## src/rtl/simmem_id_queue_bank.sv

```systemverilog
// simmem_id_queue_bank: shared-pool per-ID linked-list response queues with round-robin locked release
module simmem_id_queue_bank #(
    parameter int unsigned DataWidth     = 32,
    parameter int unsigned IDWidth       = 2,
    parameter int unsigned TotalCapacity = 16,
    localparam int unsigned NumIds       = 2 ** IDWidth,
    localparam int unsigned PtrWidth     = $clog2(TotalCapacity),
    localparam int unsigned CntWidth     = $clog2(TotalCapacity + 1)
) (
    input  logic                 clk_i,
    input  logic                 rst_ni,
    input  logic [NumIds-1:0]    release_en_i,
    input  logic [IDWidth-1:0]   in_id_i,
    input  logic [DataWidth-1:0] in_data_i,
    input  logic                 in_valid_i,
    output logic                 in_ready_o,
    output logic [IDWidth-1:0]   out_id_o,
    output logic [DataWidth-1:0] out_data_o,
    output logic                 out_valid_o,
    input  logic                 out_ready_i,
    output logic [CntWidth-1:0]  occupancy_o
);

    logic [DataWidth-1:0]     data_q [TotalCapacity];
    logic [DataWidth-1:0]     data_d [TotalCapacity];
    logic [PtrWidth-1:0]      next_q [TotalCapacity];
    logic [PtrWidth-1:0]      next_d [TotalCapacity];
    logic [TotalCapacity-1:0] valid_q, valid_d;
    logic [PtrWidth-1:0]      head_q [NumIds];
    logic [PtrWidth-1:0]      head_d [NumIds];
    logic [PtrWidth-1:0]      tail_q [NumIds];
    logic [PtrWidth-1:0]      tail_d [NumIds];
    logic [CntWidth-1:0]      cnt_q  [NumIds];
    logic [CntWidth-1:0]      cnt_d  [NumIds];
    logic [CntWidth-1:0]      occ_q, occ_d;
    logic [IDWidth-1:0]       rr_q, rr_d, lock_id_q, lock_id_d, rr_id, sel_id;
    logic                     lock_q, lock_d;
    logic [PtrWidth-1:0]      free_idx;
    logic [NumIds-1:0]        eligible;
    logic                     push, pop, out_valid;

    assign in_ready_o  = occ_q < CntWidth'(TotalCapacity);
    assign occupancy_o = occ_q;
    assign out_valid_o = out_valid;
    assign out_id_o    = out_valid ? sel_id : '0;
    assign out_data_o  = out_valid ? data_q[head_q[sel_id]] : '0;

    // Free-entry allocation and round-robin selection; a locked ID bypasses arbitration
    always_comb begin
        free_idx = '0;
        for (int i = TotalCapacity - 1; i >= 0; i--)
            if (!valid_q[i]) free_idx = PtrWidth'(i);
        for (int i = 0; i < NumIds; i++)
            eligible[i] = (cnt_q[i] != '0) && release_en_i[i];
        rr_id = rr_q;
        for (int k = NumIds - 1; k >= 0; k--)
            if (eligible[rr_q + IDWidth'(k)]) rr_id = rr_q + IDWidth'(k);
        sel_id    = lock_q ? lock_id_q : rr_id;
        out_valid = lock_q || (|eligible);
        push      = in_valid_i && in_ready_o;
        pop       = out_valid && out_ready_i;
    end

    // List maintenance: push links the new entry at the tail, pop advances the head
    always_comb begin
        data_d  = data_q;
        next_d  = next_q;
        valid_d = valid_q;
        head_d  = head_q;
        tail_d  = tail_q;
        cnt_d   = cnt_q;
        if (push) begin
            data_d[free_idx]  = in_data_i;
            valid_d[free_idx] = 1'b1;
        end
        if (pop) valid_d[head_q[sel_id]] = 1'b0;
        for (int i = 0; i < NumIds; i++) begin
            if (pop && sel_id == IDWidth'(i)) head_d[i] = next_q[head_q[i]];
            if (push && in_id_i == IDWidth'(i)) begin
                if (cnt_q[i] == '0 || (pop && sel_id == IDWidth'(i) && cnt_q[i] == CntWidth'(1)))
                    head_d[i] = free_idx;
                else
                    next_d[tail_q[i]] = free_idx;
                tail_d[i] = free_idx;
            end
            cnt_d[i] = cnt_q[i] + CntWidth'(push && in_id_i == IDWidth'(i))
                                - CntWidth'(pop && sel_id == IDWidth'(i));
        end
        occ_d     = occ_q + CntWidth'(push) - CntWidth'(pop);
        rr_d      = pop ? sel_id + IDWidth'(1) : rr_q;
        lock_d    = pop ? 1'b0 : (out_valid ? 1'b1 : lock_q);
        lock_id_d = (out_valid && !out_ready_i) ? sel_id : lock_id_q;
    end

    // State registers; reset discards every entry at once
    always_ff @(posedge clk_i or negedge rst_ni) begin
        if (!rst_ni) begin
            data_q    <= '{default: '0};
            next_q    <= '{default: '0};
            valid_q   <= '0;
            head_q    <= '{default: '0};
            tail_q    <= '{default: '0};
            cnt_q     <= '{default: '0};
            occ_q     <= '0;
            rr_q      <= '0;
            lock_q    <= 1'b0;
            lock_id_q <= '0;
        end else begin
            data_q    <= data_d;
            next_q    <= next_d;
            valid_q   <= valid_d;
            head_q    <= head_d;
            tail_q    <= tail_d;
            cnt_q     <= cnt_d;
            occ_q     <= occ_d;
            rr_q      <= rr_d;
            lock_q    <= lock_d;
            lock_id_q <= lock_id_d;
        end
    end

endmodule

```

## config.mk

```make
export PLATFORM = sky130hd
export DESIGN_NAME = simmem_id_queue_bank
export DESIGN_NICKNAME = d
export VERILOG_FILES = /design/src/rtl/simmem_id_queue_bank.sv
export SDC_FILE = /design/constraint.sdc
export NUM_CORES = 1
export LEC_CHECK = 0
export BUFFER_PORTS_ARGS = -buffer_cell sky130_fd_sc_hd__buf_2
export CAP_MARGIN = 20
export CORE_MARGIN = 2
export CORE_UTILIZATION = 25
export CTS_BUF_LIST = sky130_fd_sc_hd__clkbuf_4
export CTS_CLUSTER_SIZE = 25
export DETAILED_ROUTE_END_ITERATION = 7
export PLACE_DENSITY = 0.49
export SYNTH_ARGS = -nofsm -noshare
export SYNTH_HDL_FRONTEND = slang
export SYNTH_SLANG_ARGS = --single-unit
```

## constraint.sdc

```tcl
create_clock -name clk_i -period 5.7 [get_ports clk_i]
set_clock_uncertainty 0.15 [all_clocks]
set_input_delay 0.57 -clock clk_i [delete_from_list [all_inputs] [get_ports clk_i]]
set_output_delay 0.57 -clock clk_i [all_outputs]
set_load 0.01 [all_outputs]
```

==> flow_summary.toml <==
[floorplan]
die_height_um = 368.9
die_x_um = 368.9
start_util_pct = 25.25
dieArea_um2 = 136100
num_io_pins = 83
coreArea_um2 = 131800
rows = 133

[job]
cap_violations = 0

[sta]
finalSetupViolCount = 0
post-route-period-util_pct = 99.35
post-route-min-period_ns = 5.663
rsz0062_at_grt = "true"
maxSlewViolCount = 0
relSlewSlack_pct = 24.08
worstMarginPinSlew_ns = 1.139
max_freq_mhz = 176.6
final_hold_viol_count = 0
setup_tns_ns = 0
fin_ws_ns = 0.03686

[setup_path]
timing.rr.end = "next_q[60]"
path_class = "reg -> out"
cp.arrival_ns = 4.94
cp-start-kind = "flip-flop"
critPathMaxFanout = 6
r2r_setup_slack_ns = 0.55
regToRegStartpoint = "cnt_q[3]"
required_ns = 4.98
critPathCapture = "out_data_o[1]"
crit_start = "cnt_q[3]"
rr_worst_depth = 19
endpoint_kind = "output pin"

[synth]
yosys.area.top_type = "dfrtp_1"
synth_top_family_by_area = "multiplexers"
syn_area_um2 = 33280
synth.avg_cell_area_um2 = 12.33
synth_mux_area_share_pct = 29.20
ys.flop_type = "dfrtp_1"
yosysUniqueCellTypes = 85
synth_compound_area_share_pct = 7.928
synthAdderAreaFrac_pct = 1.541
synth_seq_cells = 654
async_reset_ff_share_pct = 100.0
ys_warn_count = 0
synth-edff-count = 0
synth_xor_area_share_pct = 0.5263
synthSimpleGateAreaFrac_pct = 7.906
synthCells = 2699
synth.area.top_cells = "dfrtp_1 49%, mux2_2 20%, mux4_2 4.9%"
synth_seq_area_share_pct = 49.17
synth_fp_nets = 2779
synth_top_area_share_pct = 49.17

[grt]
antenna_found_initial = 8
overflow = 0
track_usage_pct = 15.47
first_global_vias = 24460
grt_first_pass_wirelength_um = 159200
grt_max_degree = 136

[pwr]
cellLeakagePower_uw = 0.01825
power.density_nw_per_um2 = 523.3
vdd_drop_max_v = 0.0002748

[cts]
root_buffer = "clkbuf_4"
ctsLongestPathBuffers = 3
cts_max_level = 4
cts_tree = "yes"
cts_buffers = 177
clock_latency_ns = 1.12
clkSlewWorstSetupHoldPaths_ns = 0.06
clock-sinks = 654

[layout]
post-route-util_pct = 30.76
fin_area_um2 = 40540
area_growth_pct = 21.80
fin_nets = 3045
drive_gt1_share_pct = 43.97

[drt]
drtPass1Iterations = 6
routedWlPerCell_um = 22.29
drtIter0Drc = 1658
ant_nets = 0
drc = 0
wirelength_um = 108200
vias = 23940
routed_via_density = 4.933

[placement]
dp_slack_ns = 0.5600
dpl.hpwl_um = 61220
place_congestion = 0.8098
io_buffers = 82
dpl_cell_area_um2 = 35930

[worst_hold_path]
hp-class = "in -> reg"
hold_path_depth = 6

[outcome]
status = "finished, final reports clean"
-- cell usage after synthesis, types with 14 or more instances --
cell type  instances
a32o_1            33
inv_1             71
a221o_1           34
and3_1            40
clkbuf_1         166
nor2_1            57
nor4_1            21
buf_1             14
mux2i_1          120
nand3_1          152
xnor2_1           16
a211oi_1          35
nand2_1          148
mux4_2            72
dfrtp_1          654
a21oi_1           59
buf_2             21
mux2_2           595
o21ai_0          131
ha_1              33
nor3_1            18
-- placed cells by master, fill, tap and decap left out, drive strengths merged, types with 5 or more instances in the layout --
master | netlist | final
dfrtp | 654 | 654
mux2 | 611 | 611
clkbuf | 167 | 279
buf | 53 | 257
nand3 | 154 | 154
nand2 | 149 | 149
o21ai | 133 | 133
mux2i | 120 | 120
inv | 73 | 79
mux4 | 72 | 72
a21oi | 61 | 63
nor2 | 59 | 60
dlygate4sd3 | 0 | 40
and3 | 40 | 40
a211oi | 35 | 35
a221o | 34 | 34
nor4 | 34 | 34
a32o | 33 | 33
ha | 33 | 33
clkinv | 2 | 25
nor3 | 20 | 20
xnor2 | 16 | 16
o22ai | 15 | 15
nand2b | 9 | 9
a21o | 9 | 9
diode | 0 | 7
or3 | 7 | 7
a221oi | 6 | 6
or4b | 6 | 6
nor2b | 5 | 5
o211ai | 5 | 5
a211o | 5 | 5
nand4 | 5 | 5
o22a | 5 | 5
fa | 5 | 5
-- through the flow --
step | total power (µW) | hold slack (ns) | std cells
global placement | 14780 | 0.3301 | 4406
floorplan | 11640 | 0.1244 | 2699
finish | 21210 | 0.1650 | 4853
global route | 22430 | 0.1127 | 4849
CTS | 20580 | 0.02322 | 4799
detailed placement | 14830 | 0.3366 | 4406
-- metal layers --
layer | wire length (µm) | part of all wire [%] | track usage, % | vias to the layer above
met5 | 27 | 0.025 | 0 | -
met1 | 48490 | 45 | 20.34 | 12460
li1 | - | - | - | 10620
met2 | 51510 | 48 | 25.24 | 655
met3 | 5268 | 4.9 | 2.910 | 202
met4 | 2870 | 2.7 | 5.636 | 4
-- critical path, cell delays in order (launching register included) --
cell	delay (ns)
dfrtp_1	0.39
inv_2	0.08
ha_4	0.13
or4b_4	0.46
a221o_1	0.37
a21boi_2	0.12
a311o_1	0.25
clkinvlp_4	0.21
and3_4	0.23
nor2_8	0.09
buf_12	0.14
buf_16	0.14
buf_6	0.10
buf_8	0.11
mux2i_1	0.08
a221o_1	0.40
nor4_4	0.29
buf_2	0.21
-- where the power goes --
group	internal (µW)	switching, µW	total [µW]
logic	4750	5850	10600
registers	5630	669	6300
clock network	2230	2090	4320
-- how the worst min path moves through the flow --
stage                    startpoint           end  slack (ns)
finish              release_en_i[1]  lock_id_q[0]        0.16
global route        release_en_i[2]  lock_id_q[1]        0.11
CTS                 release_en_i[2]  lock_id_q[0]        0.02
detailed placement      data_q[202]   data_q[202]        0.34
global placement        data_q[300]   data_q[300]        0.33
floorplan                    rst_ni      cnt_q[0]        0.12
-- final cells by class --
class | instances | area, µm²
flip-flops and latches | 654 | 16370
clock inverters | 32 | 224.0
clock buffers | 273 | 2049
multi-input cells | 1753 | 16410
repair buffers | 304 | 2989
fillers | 13530 | 91260
well taps | 1755 | 2196
inverters | 75 | 287.8
diodes | 7 | 17.52
-- registers in the layout (all words and copies together), names as in the netlist, 2 cells and up --
signal and count:
data_q 512, next_q 64, cnt_q 20, head_q 16, tail_q 16, valid_q 16
occupancy_o 5, lock_id_q 2, rr_q 2
-- what timing repair did --
item | 4_1_cts | 5_1_grt
setup endpoints to repair | 32 | 32
endpoints found under the hold margin | 1009 | 0
resized for setup | 105 | 84
hold buffers | 41 | 0
pin swaps | 16 | 25
gates cloned | 7 | 9
setup buffers | 40 | 41
-- cells by family after synthesis --
family / after synthesis
muxes: 803
DFF: 654
adders and majority gates: 38
and+or+nand+nor: 508
xor gates and xnor gates: 20
AOI/OAI and AO/OA: 381
buffers and inverters: 295
Note: power is estimated with default switching activity, not from simulation.
